## config.mk

```make
export PLATFORM = sky130hd
export DESIGN_NAME = dmem_boot_loader
export DESIGN_NICKNAME = d
export VERILOG_FILES = /design/src/rtl/boot_pkg.sv /design/src/rtl/byte_to_word_packer.sv /design/src/rtl/dmem_boot_loader.sv
export SDC_FILE = /design/constraint.sdc
export NUM_CORES = 1
export LEC_CHECK = 0
export ABC_AREA = 1
export BUFFER_PORTS_ARGS = -buffer_cell sky130_fd_sc_hd__buf_2
export CAP_MARGIN = 20
export CORE_UTILIZATION = 30
export DETAILED_ROUTE_END_ITERATION = 10
export REMOVE_ABC_BUFFERS = 1
export SLEW_MARGIN = 20
export SYNTH_ARGS = -nofsm -noshare
export SYNTH_HDL_FRONTEND = slang
export SYNTH_HIERARCHICAL = 1
export SYNTH_SLANG_ARGS = --single-unit
```

## constraint.sdc

```tcl
create_clock -name clock -period 3 [get_ports clock]
set_input_delay 0.15 -clock clock [delete_from_list [all_inputs] [get_ports clock]]
set_output_delay 0.15 -clock clock [all_outputs]
set_load 0.005 [all_outputs]
```

## src/rtl/boot_pkg.sv

```systemverilog
// Shared types and constants for the dmem boot loader.
// Optional checksum stage is enabled by defining DMEM_BOOT_CHECKSUM_EN.
package boot_pkg;

    typedef enum logic [2:0] {
        StLenHi,
        StLenLo,
        StData,
        StWrite,
        StChk,
        StDone,
        StError
    } boot_state_e;

    localparam int unsigned LEN_BYTES      = 2;
    localparam int unsigned DMEM_DATA_W    = 32;
    localparam int unsigned BYTES_PER_WORD = DMEM_DATA_W / 8;
    localparam logic [7:0]  CHK_INIT       = 8'h00;

    function automatic int unsigned bytes_per_word(input int unsigned data_w);
        return data_w / 8;
    endfunction

endpackage

```

## src/rtl/byte_to_word_packer.sv

```systemverilog
// Packs a byte stream into big-endian words; word_valid_o pulses on the byte that completes a word.
module byte_to_word_packer
    import boot_pkg::*;
#(
    parameter int unsigned DATA_W = 32
) (
    input  logic              clk_i,
    input  logic              rst_n,
    input  logic              clear_i,
    input  logic              load_i,
    input  logic [7:0]        byte_i,
    output logic [DATA_W-1:0] word_o,
    output logic              word_valid_o
);

    localparam int unsigned Bpw  = bytes_per_word(DATA_W);
    localparam int unsigned IdxW = (Bpw > 1) ? $clog2(Bpw) : 1;
    localparam logic [IdxW-1:0] LastIdx = IdxW'(Bpw - 1);

    logic [DATA_W-1:0] word_q, word_d;
    logic [IdxW-1:0]   idx_q, idx_d;

    always_comb begin
        word_d       = word_q;
        idx_d        = idx_q;
        word_valid_o = 1'b0;
        if (clear_i) begin
            idx_d = '0;
        end else if (load_i) begin
            // First byte of a word ends up in the most significant lane.
            word_d       = (word_q << 8) | DATA_W'(byte_i);
            word_valid_o = (idx_q == LastIdx);
            idx_d        = word_valid_o ? '0 : idx_q + 1'b1;
        end
    end

    always_ff @(posedge clk_i or negedge rst_n) begin
        if (!rst_n) begin
            word_q <= '0;
            idx_q  <= '0;
        end else begin
            word_q <= word_d;
            idx_q  <= idx_d;
        end
    end

    assign word_o = word_q;

endmodule

```

## src/rtl/dmem_boot_loader.sv

```systemverilog
// Byte-stream boot loader: writes a length-prefixed payload into dmem, then hands dmem to the CPU.
// Define DMEM_BOOT_CHECKSUM_EN to require a trailing XOR checksum byte before completion.
module dmem_boot_loader
    import boot_pkg::*;
#(
    parameter int unsigned ADDR_W    = 12,
    parameter int unsigned DATA_W    = 8 * BYTES_PER_WORD,
    parameter int unsigned BASE_ADDR = 0,
    parameter int unsigned MAX_WORDS = 4096
) (
    input  logic              clock,
    input  logic              reset,
    input  logic              rx_valid,
    input  logic [7:0]        rx_byte,
    output logic              rx_ready,
    input  logic [ADDR_W-1:0] cpu_address,
    input  logic [DATA_W-1:0] cpu_data,
    input  logic              cpu_wren,
    output logic [ADDR_W-1:0] address_dmem,
    output logic [DATA_W-1:0] data,
    output logic              wren,
    output logic              cpu_reset,
    output logic              done,
    output logic              error,
    output logic [ADDR_W:0]   words_loaded
);

    localparam int unsigned LenW = 8 * LEN_BYTES;
    localparam int unsigned CntW = ADDR_W + 1;

`ifdef DMEM_BOOT_CHECKSUM_EN
    localparam boot_state_e StFinal = StChk;
`else
    localparam boot_state_e StFinal = StDone;
`endif

    boot_state_e       state_q, state_d;
    logic              armed_q;
    logic [7:0]        len_hi_q, len_hi_d;
    logic [LenW-1:0]   len_q, len_d;
    logic [CntW-1:0]   words_q, words_d;
    logic [LenW-1:0]   len_rx;
    logic [CntW-1:0]   words_inc;
    logic              rx_fire;
    logic              pk_clear, pk_load, pk_valid;
    logic [DATA_W-1:0] pk_word;
`ifdef DMEM_BOOT_CHECKSUM_EN
    logic [7:0]        chk_q, chk_d;
`endif

    byte_to_word_packer #(
        .DATA_W (DATA_W)
    ) u_packer (
        .clk_i        (clock),
        .rst_n        (reset),
        .clear_i      (pk_clear),
        .load_i       (pk_load),
        .byte_i       (rx_byte),
        .word_o       (pk_word),
        .word_valid_o (pk_valid)
    );

    // armed_q keeps rx_ready low for the first cycle after reset release.
    assign rx_ready = armed_q &&
                      (state_q inside {StLenHi, StLenLo, StData, StChk});
    assign rx_fire  = rx_valid && rx_ready;

    always_comb begin
        state_d   = state_q;
        len_hi_d  = len_hi_q;
        len_d     = len_q;
        words_d   = words_q;
        pk_clear  = 1'b0;
        pk_load   = 1'b0;
        len_rx    = {len_hi_q, rx_byte};
        words_inc = words_q + 1'b1;
`ifdef DMEM_BOOT_CHECKSUM_EN
        chk_d = chk_q;
        if (rx_fire && (state_q != StChk)) begin
            chk_d = chk_q ^ rx_byte;
        end
`endif
        unique case (state_q)
            StLenHi: begin
                if (rx_fire) begin
                    len_hi_d = rx_byte;
                    state_d  = StLenLo;
                end
            end
            StLenLo: begin
                pk_clear = 1'b1;
                if (rx_fire) begin
                    len_d = len_rx;
                    if (len_rx == '0) begin
                        state_d = StFinal;
                    end else if (32'(len_rx) > MAX_WORDS) begin
                        state_d = StError;
                    end else begin
                        state_d = StData;
                    end
                end
            end
            StData: begin
                pk_load = rx_fire;
                if (pk_valid) begin
                    state_d = StWrite;
                end
            end
            StWrite: begin
                words_d = words_inc;
                state_d = (32'(words_inc) == 32'(len_q)) ? StFinal : StData;
            end
`ifdef DMEM_BOOT_CHECKSUM_EN
            StChk: begin
                if (rx_fire) begin
                    state_d = (rx_byte == chk_q) ? StDone : StError;
                end
            end
`endif
            StDone, StError: begin
                state_d = state_q;
            end
            default: begin
                state_d = StError;
            end
        endcase
    end

    always_ff @(posedge clock or negedge reset) begin
        if (!reset) begin
            state_q  <= StLenHi;
            armed_q  <= 1'b0;
            len_hi_q <= '0;
            len_q    <= '0;
            words_q  <= '0;
        end else begin
            state_q  <= state_d;
            armed_q  <= 1'b1;
            len_hi_q <= len_hi_d;
            len_q    <= len_d;
            words_q  <= words_d;
        end
    end

`ifdef DMEM_BOOT_CHECKSUM_EN
    always_ff @(posedge clock or negedge reset) begin
        if (!reset) begin
            chk_q <= CHK_INIT;
        end else begin
            chk_q <= chk_d;
        end
    end
`endif

    // The CPU only ever sees dmem once the load has completed successfully.
    always_comb begin
        if (state_q == StDone) begin
            address_dmem = cpu_address;
            data         = cpu_data;
            wren         = cpu_wren;
        end else begin
            address_dmem = ADDR_W'(BASE_ADDR) + words_q[ADDR_W-1:0];
            data         = pk_word;
            wren         = (state_q == StWrite);
        end
    end

    assign cpu_reset    = (state_q != StDone);
    assign done         = (state_q == StDone);
    assign error        = (state_q == StError);
    assign words_loaded = words_q;

endmodule
```

-- Word level (Yosys, flattened, before mapping)
Cells that the tools add are included.
- output and inout bits: 62
- input port bits: 56
- register bits after elaboration: 75
- logic and storage cells: 53
- $lt $le $gt $ge: 1
- add/sub/neg operators: 2
- eq/ne operators: 12
- reductions and logical operators: 11
- bitwise logic cells: 3
- mux-type cells: 17
- operators by type and width (operator ; count):
    $mux 32 ; 1
    $or 32x8->32 ; 1
    $mux 3 ; 6
    $eq 13x16->1 ; 1
    $gt 16x13->1 const B ; 1
    $logic_not 16->1 ; 1
    $pmux 3 s5 ; 1
    $add 13x1->13 const B ; 1
    $mux 12 ; 1
    $eq 3x3->1 const B ; 3
    $eq 3x2->1 const B ; 2
    $mux 2 ; 3
    $ne 2x2->1 const B ; 3
    $reduce_and 2->1 ; 3
    $mux 1 ; 5
    $reduce_and 4->1 ; 1
    $reduce_bool 4->1 ; 1
    $eq 3x1->1 const B ; 1
    $logic_not 3->1 ; 1
    $ne 3x3->1 const B ; 1
    $add 2x1->2 const B ; 1
    $eq 2x2->1 const B ; 1
    $logic_and 1x1->1 ; 2
    $not 1->1 ; 2
    other kinds (2) ; 2

-- Logic depth before layout (Yosys ltp)
- word-level depth: 9
- mapped depth: 16
- depth with buffers taken out: 15

-- By module
The synthesis kept the hierarchy.
- modules (own cells, without submodules) (module ; times used ; cells an instance ; area an instance (µm²)):
    dmem_boot_loader ; 1 ; 446 ; 2795.2
    byte_to_word_packer ; 1 ; 155 ; 1403.8

-- Worst setup path before layout
No wires, ideal clock.
- path type: reg-to-reg
- from: reg state_q[2]
- to: reg state_q[1]
- arrival time: 1.845 ns
- buffers on the path: 3
- setup slack: 1.034 ns
- cell stages (with the launch flop): 16
- library setup time: 0.121 ns
- cells stage by stage: dfrtp_1 -> buf_2 -> inv_2 -> a21oi_1 -> nor2_1 -> nand2_1 -> nor3_1 -> buf_4 -> buf_4 -> nand2_1 -> nor2_1 -> nor2_1 -> nand2_1 -> nand3_1 -> nor2_1 -> a21boi_1
- word-level cells in the longest chain between the ends: 9
- elaborated cells on any way between the ends: 21
- RTL lines (item ; RTL line ; source):
    start, declared ; dmem_boot_loader.sv:37 ; boot_state_e state_q, state_d;
    start signal, assigned ; dmem_boot_loader.sv:131 ; state_q <= StLenHi;
    start signal, assigned ; dmem_boot_loader.sv:137 ; state_q <= state_d;
    $eq 3x1->1 (tied with other cells) ; dmem_boot_loader.sv:65 ; (state_q inside {StLenHi, StLenLo, StData, StChk});
    $reduce_bool 4->1 (*) ; dmem_boot_loader.sv:65 ;
    $logic_and 1x1->1 (*) ; dmem_boot_loader.sv:64 ; assign rx_ready = armed_q &&
    via rx_ready ; dmem_boot_loader.sv:15 ; output logic rx_ready,
    $logic_and 1x1->1 (*) ; dmem_boot_loader.sv:66 ; assign rx_fire = rx_valid && rx_ready;
    $mux 1 (*) ; dmem_boot_loader.sv:83 ; unique case (state_q)
    via pk_load ; dmem_boot_loader.sv:45 ; logic pk_clear, pk_load, pk_valid;
    $mux 1 (*) ; byte_to_word_packer.sv:29 ; end else if (load_i) begin
    $mux 1 (*) ; byte_to_word_packer.sv:27 ; if (clear_i) begin
    via pk_valid ; dmem_boot_loader.sv:45 ;
    $ne 2x2->1 (no line) (*) ; -- ;
    $reduce_and 4->1 (no line) (*) ; -- ;
Mark *: on every way through the listed nets, which the timed path passes. The rest lies on a longest branch.
A chain may end at the register's enable or synchronous reset.

-- Worst setup path in the final report
- from: reg state_q[0]
- to: reg state_q[1]
- word-level cells in the longest chain between the ends: 9
- elaborated cells on any way between the ends: 21
- RTL lines (item ; RTL line):
    $eq 3x1->1 (tied with other cells) ; dmem_boot_loader.sv:65
    $reduce_bool 4->1 ; dmem_boot_loader.sv:65
    $logic_and 1x1->1 ; dmem_boot_loader.sv:64
    $logic_and 1x1->1 ; dmem_boot_loader.sv:66
    $mux 1 (*) ; dmem_boot_loader.sv:83
    via pk_load ; dmem_boot_loader.sv:45
    $mux 1 (*) ; byte_to_word_packer.sv:29
    $mux 1 (*) ; byte_to_word_packer.sv:27
    via pk_valid ; dmem_boot_loader.sv:45
    $ne 2x2->1 (no line) (*) ; --
    $reduce_and 4->1 (no line) (*) ; --
Marks and branches as above.

==> impl_results.md <==
- Chip height: 120.3 um
- VDD IR max: between 0.0002 and 0.00025 V
- Slew margin rel.: 0.3629
- RD Place Congestion: 0.7989
- Pwr Total: about 2200 uW
- Worst slack at placement: between 700 and 800 ps
- Max_cap viols: 0
- CP endpoint kind: register
- Worst skew pair latency: about 340 ps
- R2r startpoint: state_q[0]
- Mapped Area: 4199 um^2
- Post-layout net count: 767
- Reg2reg end: state_q[1]
- Share of the synthesized area in the top cell type: 0.4470
- Via count: just over 4,000
- Status: complete, but fails checks
- # diodes: 0
- Crit path top cell by count: nor2_1
- IO buf count: around 120
- Vias/cell: 4.523
- First-pass GRT wire length: between 15,000 and 20,000 um
- Synthesized instance count: ~600
- Total GRT Usage: 0.1482
- Post-route insts no fill: between 800 and 900
- Pleak: a little under 0.003 uW
- Setup bufs post-CTS: 0
- Area of the core: between 10,000 and 15,000 um^2
- Drt total wl: 10,490 um
- Initial Util: 0.3121
- Failing checks: negative hold slack
- Critical Path RT: 3220 ps
- DRC Markers: 0
- Crit share post-route: 0.7431
- Flop and latch count out of synthesis: 75
- Worst stage delay on the critical path: approximately 470 ps
- Synth unique cells: 30
- Final Setup Violations: 0
- Maximum root-to-sink buffer count: 2
- Hold WS: -56.58 ps
- GR Overflow Total: 0
- Fill count: 1,456
- Largest net degree at the start of global routing: 76
- Clk pin slew, worst setup/hold paths: 60 ps
- Avg Cell Area, Syn: about 7 um^2
- CP max stage cell: nor3_2
- Worst Setup Path Type: register to register
- H-tree Lvls: 3
- Area added between synthesis and finish: 24.52%
- RSZ-0062 raised after global routing: no
- CP top delay family: simple AND/OR/NAND/NOR gates
- CP Launch Type: register
- Worst hold path type: input port to asynchronous set/reset pin
- CP Buf/Inv Count: 1
- Seq/Total Area, Yosys: 0.4470
- CTS root buffer: clkbuf_16
- Total CTS buffers: 9
- DP Cell Count: 874
- Worst-path maximum fanout: 9
- Worst Reg-to-Reg Cells: 12
- Power Dens Cells: 427.9 nW/um^2
- TritonCTS clock tree: yes
- DPL Wire Length: approximately 7500 um
- R2r setup slk: 770 ps
- CP Cell Sequence: inv_1, a21oi_1, nor2_1, nand2_1, nor3_2, nand2_1, nor2_1, nor2_1, nand2_1, nand3_1, nor2_1, a21boi_1
- Largest cells by area after synthesis: dfrtp_1 45%, nand2_1 26%, nand3_1 6.3%
- CTS Sinks: 75
- Final Hold Viols: 54
- WL/cell: between 10 and 15 um
- Vias in the first global route: roughly 3,600
- Antenna violations before repair: 0
- Worst slew pin tran: approximately 960 ps
- Fin. max-slew vios: 0
- Fin crit period: around 2200 ps
- DRT iter0 DRCs: 200
- Fin worst setup slack: 770.7 ps
- Layout cells sized above 1: 0.2174
- Yosys Warn Count: 6
- # resized after CTS: 0
- TritonRoute pass-1 iters: 4
- Critical path data arrival time: ~2500 ps
- Width of the die: approximately 120 um
- Cts hold-fix bufs: 0
- Biggest area consumer among synthesized cells: dfrtp_1
- Top-Level Pins: ~120
- Skew final: 8.085 ps
- Row count: 42
- Die Area: between 10,000 and 15,000 um^2
- Post-layout util: 0.3887
- Max Clock Freq: ~450 MHz
- ANT nets after route: 0
-- cell families after synthesis --
family / count (synthesis) / share of synthesized area
buf+inv: 71 / 0.07539
flops: 75 / 0.4470
mux: 2 / 0.005363
xor+xnor: 3 / 0.009833
simple gates: 393 / 0.3903
other cells: 1 / 0.0008931
compound gates: 54 / 0.06526
fa+ha+maj: 2 / 0.005959
-- where the power goes --
| group | internal [uW] | leakage, uW | switching, uW | total [uW] |
|---|---|---|---|---|
| clock network | 726 | 0.000155 | 435 | 1160 |
| registers | 1010 | 0.00101 | 0.257 | 1010 |
| logic | 26.2 | 0.00175 | 37.3 | 63.5 |
| total | 1760 | 0.00292 | 473 | 2240 |
-- placed cells by master, fill, tap and decap left out --
cell type,instances
nand2_1,288
buf_2,116
dfrtp_1,75
nand3_1,53
o21ai_0,41
inv_1,38
nor2_1,25
clkbuf_16,9
a21oi_1,8
nor2_2,6
nand3b_1,6
buf_4,6
inv_2,5
nand4_1,5
clkinv_1,3
o21ai_1,3
clkinv_4,3
nor3_2,2
nor2_4,2
nor3_1,2
mux2_1,2
xor2_1,2
ha_1,2
bufinv_16,2
nor3_4,1
xor3_1,1
nand3_2,1
nor4_1,1
a21boi_1,1
o22ai_1,1
conb_1,1
clkinv_2,1
nand2_4,1
-- cell type report --
cell class              count  area, um^2  area share
clock buffers               9       225.2     0.04307
clock inverters             6       91.34     0.01747
inverters                  46       172.7     0.03302
multi-input cells         455        2017      0.3857
flip-flops and latches     75        1877      0.3589
well taps                 176       220.2     0.04212
repair buffers            122       625.6      0.1196
-- metrics by stage --
| stage | setup TNS [ps] | area, um^2 |
|---|---|---|
| after global placement | 0 | 4912 |
| after CTS | 0 | 5229 |
| after detailed placement | 0 | 4912 |
| after global routing | 0 | 5229 |
| final | 0 | 5229 |
| after floorplan | -51890 | 4055 |
-- Yosys cell counts (all sizes together) --
cell	count
a21oi	8
a21boi	1
o21ai	44
xor2	2
inv	43
nand3b	6
buf	17
ha	2
conb	1
nand4	5
clkbuf	8
nor2	33
o22ai	1
dfrtp	75
nand3	54
nand2	289
xor3	1
mux2	2
nor4	1
nor3	5
clkinv	3
-- worst max-delay path by stage --
stage	depth (start not counted)	from	endpoint	slack, ps
final	12	state_q[0]	state_q[1]	770
after CTS	12	state_q[2]	state_q[1]	760
after detailed placement	12	state_q[2]	state_q[1]	780
after global routing	12	state_q[0]	state_q[1]	460
after floorplan	5	state_q[2]	address_dmem[1]	-840
after global placement	12	state_q[2]	state_q[1]	900
-- per-layer routing --
| metal | up-vias | GRT usage | share of wire |
|---|---|---|---|
| li1 | 2110 | - | - |
| met1 | 1829 | 0.1997 | 0.48 |
| met2 | 72 | 0.2407 | 0.47 |
| met3 | 10 | 0.02217 | 0.036 |
| met4 | 0 | 0.05401 | 0.011 |
| met5 | - | 0 | 0 |
-- sequential cells by signal, indices dropped and copies added, names as in the netlist --
name,flops
u_packer/word_o,32
len_q,16
words_loaded,13
len_hi_q,8
state_q,3
u_packer/idx_q,2
armed_q,1
Power figures use the tool's default switching activity.
